`config.mk`:
```
export PLATFORM = sky130hd
export DESIGN_NAME = serial_adder
export DESIGN_NICKNAME = d
export VERILOG_FILES = /design/src/rtl/serial_adder_pkg.sv /design/src/rtl/serial_adder_bit_full_adder.sv /design/src/rtl/serial_adder.sv
export SDC_FILE = /design/constraint.sdc
export NUM_CORES = 1
export LEC_CHECK = 0
export ABC_AREA = 1
export CAP_MARGIN = 20
export CELL_PAD_IN_SITES_DETAIL_PLACEMENT = 1
export CELL_PAD_IN_SITES_GLOBAL_PLACEMENT = 1
export CORE_ASPECT_RATIO = 2
export CORE_MARGIN = 1.5
export CORE_UTILIZATION = 30
export DETAILED_ROUTE_END_ITERATION = 8
export PLACE_DENSITY = 0.66
export SLEW_MARGIN = 20
export SYNTH_ARGS = -nofsm -noshare
export SYNTH_HDL_FRONTEND = slang
export SYNTH_SLANG_ARGS = --single-unit
```
`constraint.sdc`:
```
create_clock -name clk -period 1.6 [get_ports clk]
set_clock_uncertainty 0.2 [all_clocks]
set_input_delay 0.48 -clock clk [delete_from_list [all_inputs] [get_ports clk]]
set_output_delay 0.48 -clock clk [all_outputs]
set_load 0.05 [all_outputs]
```
`src/rtl/serial_adder_pkg.sv`:
```
// serial_adder_pkg
//   Shared definitions for the bit-serial adder slice.
//   - DEFAULT_WIDTH : default operand/result width used by serial_adder.
//   - state_t       : FSM state encoding (IDLE=0, RUN=1, DONE=2).
//                     The unused code 2'd3 is treated as IDLE by the FSM.
//   Optional feature macro used elsewhere in this slice: SERIAL_SUB_EN.
package serial_adder_pkg;

    localparam int DEFAULT_WIDTH = 8;

    typedef enum logic [1:0] {
        ST_IDLE = 2'd0,
        ST_RUN  = 2'd1,
        ST_DONE = 2'd2
    } state_t;

endpackage

```
`src/rtl/serial_adder_bit_full_adder.sv`:
```
// bit_full_adder
//   One-bit full adder built from two half-adder stages plus an OR on
//   the two half-adder carries.
//   Ports:
//     a, b : operand bits
//     ci   : carry in
//     s    : sum bit      (a ^ b ^ ci)
//     co   : carry out    (majority of a, b, ci)
module bit_full_adder (
    input  logic a,
    input  logic b,
    input  logic ci,
    output logic s,
    output logic co
);

    logic ha1_s;
    logic ha1_c;
    logic ha2_c;

    // First half adder combines the operand bits; the second folds in the carry.
    assign ha1_s = a ^ b;
    assign ha1_c = a & b;
    assign s     = ha1_s ^ ci;
    assign ha2_c = ha1_s & ci;
    assign co    = ha1_c | ha2_c;

endmodule

```
`src/rtl/serial_adder.sv`:
```
// serial_adder
//   Bit-serial ripple adder. Adds two WIDTH-bit operands LSB-first, one bit
//   per clock, using a single bit_full_adder and a carry flip-flop.
//   Optional feature macro: SERIAL_SUB_EN (adds the sub port; sub=1 computes
//   a - b by inverting b and forcing the initial carry to 1).
//   Parameters:
//     WIDTH : operand/result width, 2..32
//   Ports:
//     clk   : rising-edge clock
//     rst   : synchronous active-high reset
//     start : request, accepted only when not in RUN
//     a, b  : operands, captured on the accepted-start edge
//     cin   : carry in, captured on the accepted-start edge
//     sub   : subtract select (SERIAL_SUB_EN only)
//     busy  : high while the FSM is in RUN
//     done  : one-cycle pulse when sum/cout are freshly valid
//     sum   : registered result, held until the next completion
//     cout  : registered carry out of the MSB (with sub=1: 1 means no borrow)
module serial_adder
    import serial_adder_pkg::*;
#(
    parameter int WIDTH = DEFAULT_WIDTH
) (
    input  logic             clk,
    input  logic             rst,
    input  logic             start,
    input  logic [WIDTH-1:0] a,
    input  logic [WIDTH-1:0] b,
    input  logic             cin,
`ifdef SERIAL_SUB_EN
    input  logic             sub,
`endif
    output logic             busy,
    output logic             done,
    output logic [WIDTH-1:0] sum,
    output logic             cout
);

    localparam int               CNT_W    = (WIDTH > 1) ? $clog2(WIDTH) : 1;
    localparam logic [CNT_W-1:0] LAST_CNT = CNT_W'(WIDTH - 1);

    state_t           state;
    state_t           state_next;
    logic [WIDTH-1:0] a_sr;
    logic [WIDTH-1:0] b_sr;
    logic [WIDTH-1:0] s_sr;
    logic             carry;
    logic [CNT_W-1:0] cnt;
    logic [WIDTH-1:0] sum_q;
    logic             cout_q;

    logic             accept;
    logic             last_bit;
    logic             fa_s;
    logic             fa_co;
    logic [WIDTH-1:0] b_load;
    logic             cin_load;

    // A start is honoured in every state except RUN, so the unused encoding
    // behaves like IDLE and DONE can chain straight into the next operation.
    assign accept   = start && (state != ST_RUN);
    assign last_bit = (state == ST_RUN) && (cnt == LAST_CNT);

`ifdef SERIAL_SUB_EN
    // Two's-complement subtract: a + ~b + 1, so cin is ignored when sub=1.
    assign b_load   = sub ? ~b : b;
    assign cin_load = sub ? 1'b1 : cin;
`else
    assign b_load   = b;
    assign cin_load = cin;
`endif

    bit_full_adder u_fa (
        .a  (a_sr[0]),
        .b  (b_sr[0]),
        .ci (carry),
        .s  (fa_s),
        .co (fa_co)
    );

    // Next-state logic: RUN lasts exactly WIDTH cycles, DONE lasts one.
    always_comb begin
        state_next = ST_IDLE;
        case (state)
            ST_RUN:  state_next = last_bit ? ST_DONE : ST_RUN;
            default: state_next = start ? ST_RUN : ST_IDLE;
        endcase
    end

    // Datapath and state register. The result registers are written only on
    // the last RUN cycle so observers never see a partially built sum.
    always_ff @(posedge clk) begin
        if (rst) begin
            state  <= ST_IDLE;
            a_sr   <= '0;
            b_sr   <= '0;
            s_sr   <= '0;
            carry  <= 1'b0;
            cnt    <= '0;
            sum_q  <= '0;
            cout_q <= 1'b0;
        end else begin
            state <= state_next;
            if (accept) begin
                a_sr  <= a;
                b_sr  <= b_load;
                carry <= cin_load;
                cnt   <= '0;
            end else if (state == ST_RUN) begin
                a_sr  <= a_sr >> 1;
                b_sr  <= b_sr >> 1;
                s_sr  <= {fa_s, s_sr[WIDTH-1:1]};
                carry <= fa_co;
                // Wrap to zero on the last bit so cnt never reaches WIDTH.
                cnt   <= last_bit ? '0 : cnt + CNT_W'(1);
                if (last_bit) begin
                    sum_q  <= {fa_s, s_sr[WIDTH-1:1]};
                    cout_q <= fa_co;
                end
            end
        end
    end

    assign busy = (state == ST_RUN);
    assign done = (state == ST_DONE);
    assign sum  = sum_q;
    assign cout = cout_q;

endmodule

```
# ---- Word level (Yosys, flattened, before mapping)
# Index checks and enable logic that the tools add are counted.
dict set report totals {
  regBits 39
  out_inout_bits 11
  in_bits 20
  wordCells 35
}
dict set report op_classes {
  n_addsub 1
  eq_ne 4
  bitwise_logic 6
  reduce_logical 6
  n_mux 10
}
# cell count
set op_table {}
lappend op_table {{2-to-1 mux 8 bit} 4}
lappend op_table {{2-to-1 mux 2 bit} 2}
lappend op_table {{adder 3 x 1 -> 3 bit (second input constant)} 1}
lappend op_table {{== test 3 bit (second input constant)} 1}
lappend op_table {{2-to-1 mux 1 bit} 3}
lappend op_table {{2-to-1 mux 3 bit} 1}
lappend op_table {{AND reduction 3 bit} 1}
lappend op_table {{bitwise AND 1 bit} 2}
lappend op_table {{== test 2 x 1 -> 1 bit (second input constant)} 1}
lappend op_table {{== test 2 bit (second input constant)} 1}
lappend op_table {{logical AND 1 bit} 2}
lappend op_table {{inequality test 2 x 1 -> 1 bit (second input constant)} 1}
lappend op_table {{AND reduction 2 bit} 1}
lappend op_table {{nonzero test 2 bit} 1}
lappend op_table {{OR reduction 2 bit} 1}
lappend op_table {{bitwise XOR 1 bit} 2}
lappend op_table {{inverter 1 bit} 1}
lappend op_table {{OR 1 bit} 1}

# ---- Logic depth before layout (Yosys ltp)
# Gate-level depths: netlist of run 1.
dict set report depth {
  word_depth 5
  mapped_depth 7
  mapped_depth_nobuf 6
}

# ---- Modules after synthesis
# From an unflattened synthesis of run 1, not the netlist that was laid out.
dict set report hier_totals {
  hier_cells 222
  hier_area_um2 1660.3
}
# module cells_per_inst n_inst area_per_inst_um2 seq_area_each_um2
set modules_own_cells {}
lappend modules_own_cells {serial_adder 221 1 1640.3 760.7}
lappend modules_own_cells {bit_full_adder 1 1 20.0 0.0}

# ---- Worst setup path after synthesis of run 1
# No wires, ideal clock.
dict set report synth_timing {
  kind {register -> output}
  startpoint {register state[1]}
  endpoint {output done}
  t_required_ns 0.920
  stages_incl_launch_ff 3
  slack_ns -0.151
  t_arrival_ns 1.071
  cell_sequence {dfxtp_1 inv_1 nor2_1}
}
dict set report synth_between {
  elab_chain_len 1
}
# item line
set synth_rtl {}
lappend synth_rtl {{start: declaration} serial_adder.sv:42} ;# state_t state;
lappend synth_rtl {{start signal: assignment} serial_adder.sv:103} ;# state <= state_next;
lappend synth_rtl {{== test 2 bit} serial_adder.sv:125} ;# assign done = (state == ST_DONE);
lappend synth_rtl {{end: declaration} serial_adder.sv:34} ;# output logic done,
# No other way between the ends.

# ---- Worst setup path after layout of run 1
dict set report layout_timing {
  startpoint {register state[0]}
  endpoint {output busy}
}
dict set report layout_between {
  elab_chain_len 1
}
# item line
set layout_rtl {}
lappend layout_rtl {{== test 2 x 1 -> 1 bit} serial_adder.sv:124} ;# assign busy = (state == ST_RUN);
lappend layout_rtl {{end: declaration} serial_adder.sv:33} ;# output logic busy,
# No other way between the ends.

==> flow_summary_export.csv, run 1 <==
group,metric,value,unit
global_route,gr-usage-all-layers,0.148,
yosys,netlist.area_leader.share,0.458,
timing,maxSlewViolCount,0,
clocking,cts_root_buf,"clkbuf_8",
timing,setup_slack,-0.0713,ns
floorplan,start_util,0.309,
clocking,insertion_delay,0.28,ns
yosys,syn_nets,245,
critical_path,worstReg2RegStart,"state[0]",
place,buffer_ports.inserted,30,
status,violations,"setup timing",
yosys,ys_top_cells_by_area,"dfxtp_1 (46%), nand3_1 (17%), nand2_1 (13%), inv_1 (4.1%), nor2_1 (4.1%)",
routing,first_pass_iters,4,
timing,max-slew-margin-rel,0.879,
critical_path,r2r_end,"cnt[1]",
run,cap_viol_max_count,0,
global_route,first_global_vias,1616,
routing,totalWireLength,4190,µm
status,run_status,"finished, violations left",
routing,first_iter_violations,15,
timing,layout_worst_path_cycle_share,1.04,
timing,totalNegativeSetupSlack,-0.0997,ns
critical_path,critPathKind,"flip-flop to output pin",
yosys,synthDominantAreaCellType,"dfxtp_1",
critical_path,path_max_fanout,3,
yosys,synth_edf_count,0,
yosys,synth_cells,222,
global_route,grt_start_max_net_pins,37,
clocking,ctsLongestPathBuffers,2,
yosys,synth_seq_cells,38,
routing,ant_nets,0,
timing,timing.fmax,0.598,GHz
critical_path,worst_path_arrival_time,0.99,ns
yosys,synth.yosys.seq_area_share,0.458,
critical_path,worst-path-stages,3,
timing,final_period_minus_worst_setup_slack,1.67,ns
finish,layout-area-overhead-vs-synth,41.7,%
yosys,synthesis.yosys.warnings,0,
yosys,postSynth.topFlopCell,"dfxtp_1",
routing,wire_per_inst,12.9,µm
clocking,clkTransAtPathRegs,0.07,ns
worst_hold_path,timing.hold.worst.class,"flip-flop to flip-flop",
floorplan,die_area,6020,µm²
floorplan,floorplan.die.width,55.6,µm
yosys,syn_avg_cell_area,7.48,µm²
finish,layout-drive-gt1-share,0.174,
critical_path,critical_path.cell_chain,"inv_4 > nor2_4 > buf_12",
timing,setup_repair_after_global_routing_missed_its_margin,"true",
critical_path,timing.critical_path.from_type,"flip-flop",
yosys,postSynth.asyncResetShare,0,
timing,final-hold-violation-count,0,
routing,dr_total_vias,1600,
critical_path,cp-end-kind,"output pin",
yosys,netlist_area,1660,µm²
yosys,synth_common_cells,"nand2_1 (57), nand3_1 (56), dfxtp_1 (38)",
pwr,power_density,818,nW/µm²
clocking,clock_tree_from_tritoncts,"built",
finish,final_antenna_diode_count,0,
yosys,yosys.cell_types.count,18,
critical_path,crit_required,0.92,ns
routing,drc,0,
global_route,grt_first_pass_wirelength,7000,µm
yosys,synthMostInstantiatedCell,"nand2_1",
place,detailedPlacementHpwl,2860,µm
global_route,overall_overflow_remaining_after_global_route,0,
pwr,totalPowerFinal,1.93,mW
place,pre_cts_ws,-0.255,ns
global_route,antenna_found_initial,0,
clocking,cts_hold_buffers,0,
critical_path,reg2reg_slack,0.09,ns
routing,post_detailed_route_via_to_cell_ratio,4.92,
critical_path,worst_setup_path_endpoint,"busy",
floorplan,die-height,108,µm
floorplan,placement_rows,38,
floorplan,i_o_pin_count,31,
critical_path,timing.critical_path.slowest_cell_delay,0.38,ns
critical_path,worstPathBufferInverterCount,2,
critical_path,reg2reg_depth,7,
clocking,cts_sinks,38,
pwr,ir_worst_vdd,0.582,mV
place,finalWeightedCongestion,0.691,
floorplan,coreArea,5370,µm²
critical_path,critical-path-top-delay-family,"flip-flops",
pwr,p_leak,1.12,nW
critical_path,crit_path_top_delay_cell,"dfxtp_4",
clocking,cts-buffers-inserted,5,
clocking,htreeDepth,2,
timing,setup_viol_count_final,2,
timing,timing_worst_slew_pin_value,0.181,ns
finish,layout.nets,288,
critical_path,critPathLaunch,"state[0]",
[tightest hold or removal path: stages (launching register included)]
cell	delay (ns)
dfxtp_1	0.32
nand2_1	0.06
nand2_1	0.04
[worst min-delay path by stage]
stage | startpoint | endpoint | slack, ns | cells past startpoint
floorplan | s_sr[1] | sum[0] | 0.22 | 2
global placement | s_sr[1] | sum[0] | 0.23 | 2
detailed placement | s_sr[3] | sum[2] | 0.25 | 2
CTS | s_sr[3] | sum[2] | 0.26 | 2
global route | cnt[1] | cnt[1] | 0.29 | 2
finish | s_sr[6] | sum[5] | 0.26 | 2
[through the flow]
stage / hold slack, ns / cells / util / instance area [µm²]
2_1_floorplan: 0.220 / 222 / - / 1660
3_3_place_gp: 0.234 / 310 / 0.405 / 2180
3_5_place_dp: 0.253 / 310 / 0.405 / 2180
4_1_cts: 0.265 / 320 / 0.426 / 2290
5_1_grt: 0.285 / 325 / 0.438 / 2350
6_report: 0.260 / 325 / 0.438 / 2350
[state kept, by name, indices dropped and copies added, names as in the netlist]
signal and flops:
a_sr 8, b_sr 8, carry 1, cnt 3, cout 1, s_sr 7, state 2, sum 8
[cell families (layout without fill, tap and decap cells)]
| family | after synthesis | in the layout | share of synthesized area |
|---|---|---|---|
| and+or+nand+nor | 135 | 136 | 0.368 |
| adders and majority gates | 3 | 3 | 0.0271 |
| DFF | 38 | 38 | 0.458 |
| AOI/OAI and AO/OA | 13 | 13 | 0.0392 |
| buffers and inverters | 33 | 75 | 0.108 |
[what timing repair did]
| item | CTS | global route |
|---|---|---|
| setup buffers | 3 | 3 |
| cloned | 0 | 2 |
| pin swaps | 2 | 3 |
| resized for setup | 6 | 2 |
| setup endpoints to repair | 2 | 12 |
[report_power, final]
group	internal, mW	leakage [nW]	switching (mW)	total [mW]
clock network	0.301	0.0383	0.328	0.629
registers	0.988	0.311	0.0280	1.02
logic	0.141	0.769	0.140	0.282
total	1.43	1.12	0.497	1.93
[cells in the final DEF (no fill, tap or decap), types with 3 or more instances in the layout]
| cell | n |
|---|---|
| nor2_1 | 16 |
| dfxtp_1 | 36 |
| o21ai_0 | 8 |
| a21oi_1 | 5 |
| inv_1 | 17 |
| clkbuf_8 | 5 |
| buf_4 | 12 |
| nand3_1 | 56 |
| buf_12 | 15 |
| nor2_4 | 3 |
| nand2_1 | 57 |
| clkdlybuf4s50_1 | 19 |
[cell type report]
| cell class | count | area [µm²] |
|---|---|---|
| Clock buffer | 7 | 76.3 |
| Fill cell | 674 | 3020 |
| Inverter | 20 | 77.6 |
| Multi-Input combinational cell | 152 | 742 |
| Sequential cell | 38 | 766 |
| Tap cell | 60 | 75.1 |
| Timing Repair Buffer | 48 | 617 |
[layer usage]
layer | vias to the layer above | share of wire | global-route usage
met3 | 6 | 0.030 | 0.0299
met1 | 769 | 0.37 | 0.139
li1 | 795 | - | -
met2 | 30 | 0.58 | 0.291
met5 | - | 0 | 0
met4 | 0 | 0.020 | 0.0732
(Power assumes the default switching activity.)
==> inputs of run 2 (changes only) <==
--- a/config.mk
+++ b/config.mk
@@ -11,9 +11,9 @@
 export CELL_PAD_IN_SITES_GLOBAL_PLACEMENT = 1
 export CORE_ASPECT_RATIO = 2
 export CORE_MARGIN = 1.5
-export CORE_UTILIZATION = 30
+export CORE_UTILIZATION = 37
 export DETAILED_ROUTE_END_ITERATION = 8
-export PLACE_DENSITY = 0.66
+export PLACE_DENSITY = 0.78
 export SLEW_MARGIN = 20
 export SYNTH_ARGS = -nofsm -noshare
 export SYNTH_HDL_FRONTEND = slang
==> run 2 against run 1 <==
- the flow still finishes with violations (setup timing)
- cell count down 1.8%
- first-iteration DRC count up 53%
- critical path type unchanged
- combinational power up 2%
- non-clock buffer count down 1
- clock-buffer cell count down 1
- routed wire length up 11%
- sequential share of layout area about the same
- via count up 1.3%
==> flow_summary_export.csv, run 2 (synthesis gave the netlist of run 1 again) <==
group,metric,value,unit
worst_hold_path,min_path_cells,2,
routing,post_detailed_route_via_to_cell_ratio,5.08,
routing,first_iter_violations,23,
critical_path,timing.critical_path.slowest_cell_delay,0.34,ns
global_route,first_global_vias,1687,
finish,seq_area,763,µm²
pwr,totalPowerFinal,2.01,mW
global_route,grt_first_pass_wirelength,7340,µm
status,violations,"setup timing",
finish,layout.nets,287,
timing,max-slew-margin-rel,0.838,
routing,first_pass_iters,4,
critical_path,timing.critical_path.from_type,"flip-flop",
critical_path,critPathKind,"flip-flop to output pin",
global_route,antenna_found_initial,0,
finish,mostFrequentLayoutCells,"nand2_1 (57), nand3_1 (56), dfxtp_1 (36), clkdlybuf4s50_1 (19), inv_1 (17)",
clocking,htreeDepth,2,
critical_path,path_max_fanout,2,
critical_path,crit_path_top_delay_cell,"dfxtp_2",
finish,layout-area-overhead-vs-synth,41.1,%
place,place.detailed.instances,306,
timing,timing.fmax,0.596,GHz
clocking,clkTransAtPathRegs,0.08,ns
clocking,cts_hold_buffers,0,
finish,finalNonFillerCells,319,
finish,final_antenna_diode_count,0,
timing,setup_repair_after_global_routing_missed_its_margin,"true",
pwr,p_leak,1.12,nW
status,run_status,"finished, violations left",
timing,layout_worst_path_cycle_share,1.05,
clocking,clock_tree_from_tritoncts,"built",
worst_hold_path,timing.hold.worst.class,"flip-flop to flip-flop",
floorplan,i_o_pin_count,31,
place,buffer_ports.inserted,30,
timing,maxSlewViolCount,0,
critical_path,crit_required,0.92,ns
timing,timing_worst_slew_pin_value,0.241,ns
finish,finalCoreUtilization,0.540,
timing,setup_slack,-0.0787,ns
floorplan,die-height,97.7,µm
pwr,ir_worst_vdd,0.756,mV
critical_path,reg2reg_depth,7,
finish,layout_commonest_cell,"nand2_1",
place,detailedPlacementHpwl,3130,µm
pwr,power_density,856,nW/µm²
clocking,insertion_delay,0.29,ns
routing,ant_nets,0,
floorplan,die_area,4920,µm²
global_route,overall_overflow_remaining_after_global_route,0,
routing,wire_per_inst,14.6,µm
timing,setup_viol_count_final,2,
routing,dr_total_vias,1621,
critical_path,critical_path.cell_chain,"buf_6 > nor2_4 > buf_12",
place,finalWeightedCongestion,0.773,
floorplan,placement_rows,34,
floorplan,coreArea,4340,µm²
global_route,grt_start_max_net_pins,27,
timing,final_period_minus_worst_setup_slack,1.68,ns
critical_path,cp-end-kind,"output pin",
run,cap_viol_max_count,0,
finish,fillers,565,
global_route,gr-usage-all-layers,0.193,
clocking,ctsLongestPathBuffers,2,
timing,final-hold-violation-count,0,
floorplan,start_util,0.383,
clocking,cts-buffers-inserted,5,
timing,timing.hold.ws,0.268,ns
routing,drc,0,
routing,totalWireLength,4640,µm
clocking,cts_sinks,38,
clocking,cts_root_buf,"clkbuf_8",
floorplan,floorplan.die.width,50.4,µm
critical_path,worst_path_arrival_time,1.00,ns
finish,multi_input_area,737,µm²
finish,layout-drive-gt1-share,0.181,
==> run 2: cell count changes in the layout (fill, tap and decap cells not counted) <==
cell        delta
buf_12         +1
inv_2          +1
nor2_2         +1
clkinvlp_4     +1
clkbuf_8       +1
buf_4          -1
clkinv_2       +1
clkbuf_16      -1
nor2_4         -1
clkbuf_1       -2
inv_4          -1
dfxtp_4        -1
dfxtp_2        +1
==> run 2: report_power, final <==
| group | switching [mW] | total, mW | internal, mW |
|---|---|---|---|
| sequential | 0.0280 | 1.02 | 0.988 |
| clock | 0.354 | 0.701 | 0.347 |
| combinational | 0.149 | 0.289 | 0.140 |
==> run 2: critical path: cells and delay by family, from the launching register on <==
kind / cells / cell delay (ns)
DFF: 1 / 0.34
buffers and inverters: 2 / 0.26
and+or+nand+nor: 1 / 0.11
==> run 2: path summary, 6_finish.rpt <==
check / from / to / slack, ns
max reg2reg: state[1] / cnt[0] / 0.07
min: s_sr[1] / sum[0] / 0.27
min reg2reg: s_sr[1] / sum[0] / 0.27
max: state[1] / busy / -0.08
==> run 2: final cells by class <==
class	count	area share
Tap cell	54	0.0288
Multi-Input combinational cell	152	0.315
Inverter	20	0.0321
Clock inverter	2	0.00534
Timing Repair Buffer	47	0.258
Clock buffer	6	0.0353
Sequential cell	38	0.326
==> run 2: stage by stage <==
step	setup WS [ns]	cell area, µm²	TNS [ns]
detailed placement	-0.216	2180	-5.67
CTS	-0.0850	2310	-0.168
global route	-0.112	2340	-0.287
floorplan	0.0716	1660	0
global placement	-0.188	2180	-4.47
finish	-0.0787	2340	-0.150
==> run 2: layer usage <==
layer,share of wire,routed length [µm],GRT usage,up-vias
met5,0,0,0,-
met4,0.026,119,0.0936,0
met3,0.020,91,0.0275,11
met2,0.60,2770,0.386,29
met1,0.36,1660,0.177,788
li1,-,-,-,793
==> run 2: timing repair <==
item	4_1_cts	5_1_grt
cloned	0	1
resized for setup	4	1
buffers inserted	3	1
pin swaps	2	2
hold endpoints to repair	0	0
endpoints found under the setup margin	2	7
==> inputs of run 3 (changes only) <==
--- a/config.mk
+++ b/config.mk
@@ -17,4 +17,5 @@
 export SLEW_MARGIN = 20
 export SYNTH_ARGS = -nofsm -noshare
 export SYNTH_HDL_FRONTEND = slang
+export SYNTH_HIERARCHICAL = 1
 export SYNTH_SLANG_ARGS = --single-unit
==> run 3 against run 2 <==
- the flow still finishes with violations (setup timing)
- worst hold slack got worse by 0.012 ns
- cell count rose by 1.6%
- die area unchanged
- clock-buffer cell count rose by 1
- combinational power rose by 9.0%
- design area is 2.0% higher
- utilization grew 1.1 points
- sequential share of layout area decreased by 0.54 points
- sequential power about the same
- setup slack worse by 0.037 ns
==> flow_summary_export.csv, run 3 <==
group,metric,value,unit
status,run_status,"finished, violations left",
status,violations,"setup timing",
yosys,synth_common_cells,"nand2_1 (57), nand3_1 (56), dfxtp_1 (38)",
worst_hold_path,min_path_cells,2,
critical_path,worstReg2RegStart,"state[0]",
critical_path,crit_required,0.92,ns
clocking,clock_tree_from_tritoncts,"built",
yosys,synth_cells,222,
yosys,postSynth.topFlopCell,"dfxtp_1",
yosys,synth.yosys.seq_area_share,0.458,
pwr,ir_worst_vdd,0.577,mV
floorplan,coreArea,4340,µm²
routing,totalWireLength,4680,µm
critical_path,r2r_end,"s_sr[4]",
clocking,cts_sinks,38,
timing,setup_repair_after_global_routing_missed_its_margin,"true",
yosys,syn_avg_cell_area,7.48,µm²
clocking,cts-buffers-inserted,5,
finish,postLayoutCellArea,2390,µm²
clocking,htreeDepth,2,
routing,wire_per_inst,14.4,µm
timing,final-hold-violation-count,0,
yosys,postSynth.asyncResetShare,0,
critical_path,worst_path_arrival_time,1.04,ns
place,placement.cell_area,2170,µm²
finish,layout.nets,292,
critical_path,worst_setup_path_endpoint,"busy",
run,cap_viol_max_count,0,
timing,timing.fmax,0.583,GHz
global_route,first_global_vias,1634,
finish,finalNonFillerCells,324,
routing,post_detailed_route_via_to_cell_ratio,5.02,
clocking,ctsLongestPathBuffers,2,
yosys,synthDominantAreaCellType,"dfxtp_1",
critical_path,critical-path-top-delay-family,"flip-flops",
clocking,insertion_delay,0.31,ns
place,buffer_ports.inserted,30,
critical_path,critical_path.cell_chain,"inv_4 > nor2_4 > buf_12",
floorplan,floorplan.die.width,50.4,µm
finish,layout-drive-gt1-share,0.200,
clocking,cts_root_buf,"clkbuf_8",
routing,dr_total_vias,1625,
timing,max-slew-margin-rel,0.857,
finish,layout_commonest_cell,"nand2_1",
timing,layout_worst_path_cycle_share,1.07,
yosys,synth_seq_cells,38,
pwr,power_density,853,nW/µm²
yosys,netlist.area_leader.share,0.458,
global_route,gr-usage-all-layers,0.191,
worst_hold_path,timing.hold.worst.class,"flip-flop to flip-flop",
floorplan,start_util,0.383,
timing,maxSlewViolCount,0,
global_route,grt_start_max_net_pins,44,
timing,setup_viol_count_final,3,
timing,timing.hold.ws,0.256,ns
critical_path,cp-end-kind,"output pin",
yosys,ys_top_cells_by_area,"dfxtp_1 (46%), nand3_1 (17%), nand2_1 (13%), inv_1 (4.1%), nor2_1 (4.1%)",
yosys,synthesis.yosys.warnings,6,
pwr,totalPowerFinal,2.04,mW
critical_path,worst-path-stages,3,
floorplan,die-height,97.7,µm
routing,first_iter_violations,13,
routing,ant_nets,0,
critical_path,crit_path_top_delay_cell,"dfxtp_4",
clocking,cts_hold_buffers,0,
routing,drc,0,
critical_path,critPathKind,"flip-flop to output pin",
timing,timing_worst_slew_pin_value,0.215,ns
global_route,antenna_found_initial,0,
place,finalWeightedCongestion,0.764,
timing,totalNegativeSetupSlack,-0.174,ns
pwr,p_leak,1.15,nW
finish,fillers,549,
critical_path,reg2reg_depth,9,
global_route,grt_first_pass_wirelength,7180,µm
global_route,overall_overflow_remaining_after_global_route,0,
routing,first_pass_iters,4,
yosys,netlist_area,1660,µm²
place,place.detailed.instances,307,
floorplan,i_o_pin_count,31,
place,pre_cts_ws,-0.225,ns
place,detailedPlacementHpwl,2970,µm
critical_path,timing.critical_path.from_type,"flip-flop",
critical_path,reg2reg_slack,-0.01,ns
yosys,synth_edf_count,0,
critical_path,timing.critical_path.slowest_cell_delay,0.39,ns
finish,final_antenna_diode_count,0,
critical_path,critPathLaunch,"state[0]",
clocking,clkTransAtPathRegs,0.09,ns
yosys,yosys.cell_types.count,18,
critical_path,worstPathBufferInverterCount,2,
yosys,syn_nets,245,
critical_path,path_max_fanout,3,
finish,mostFrequentLayoutCells,"nand2_1 (57), nand3_1 (56), dfxtp_1 (36), clkdlybuf4s50_1 (19)",
finish,finalCoreUtilization,0.551,
floorplan,placement_rows,34,
finish,layout-area-overhead-vs-synth,43.9,%
timing,final_period_minus_worst_setup_slack,1.72,ns
floorplan,die_area,4920,µm²
timing,setup_slack,-0.115,ns
yosys,synthMostInstantiatedCell,"nand2_1",
==> run 3: layout make-up <==
class	count	area [µm²]	share of cell area
clock buffers	7	86.3	0.0361
clock inverters	1	5.00	0.00209
inverters	20	77.6	0.0325
multi-input cells	152	749	0.314
flip-flops and latches	38	766	0.320
well taps	54	67.6	0.0283
repair buffers	52	638	0.267
==> run 3: what timing repair did <==
action                     4_1_cts  5_1_grt
pin swaps                        1        3
buffers inserted                 3        5
setup endpoints to repair        2        9
gates cloned                     0        2
gates resized for setup          6        6
==> run 3: how the worst min path moves through the flow <==
stage	from	to
after global routing	s_sr[1]	sum[0]
after CTS	s_sr[1]	sum[0]
after global placement	s_sr[1]	sum[0]
after floorplan	s_sr[1]	sum[0]
after detailed placement	s_sr[1]	sum[0]
final	s_sr[1]	sum[0]
==> run 3: layer usage <==
layer	global-route usage	vias to the layer above	part of all wire
met5	0	-	0
met4	0.0811	0	0.015
met3	0.0413	6	0.021
met2	0.373	25	0.61
met1	0.178	792	0.35
li1	-	802	-
==> run 3: report_power, final <==
part           internal [mW]  total (mW)  switching (mW)
Sequential             0.988        1.02          0.0305
Combinational          0.159       0.315           0.156
Clock                  0.348       0.707           0.359
==> run 3: tightest hold or removal path: stages (launching register included) <==
cell and delay, ns:
dfxtp_1 0.31, nand2_1 0.06, nand2_1 0.04
==> run 3: cell families after synthesis <==
logic type	count (synthesis)	synth area share
AND/OR/NAND/NOR	135	0.368
flip-flops	38	0.458
buffers and inverters	33	0.108
AO/OA/AOI/OAI	13	0.0392
adder cells (fa/ha/maj)	3	0.0271
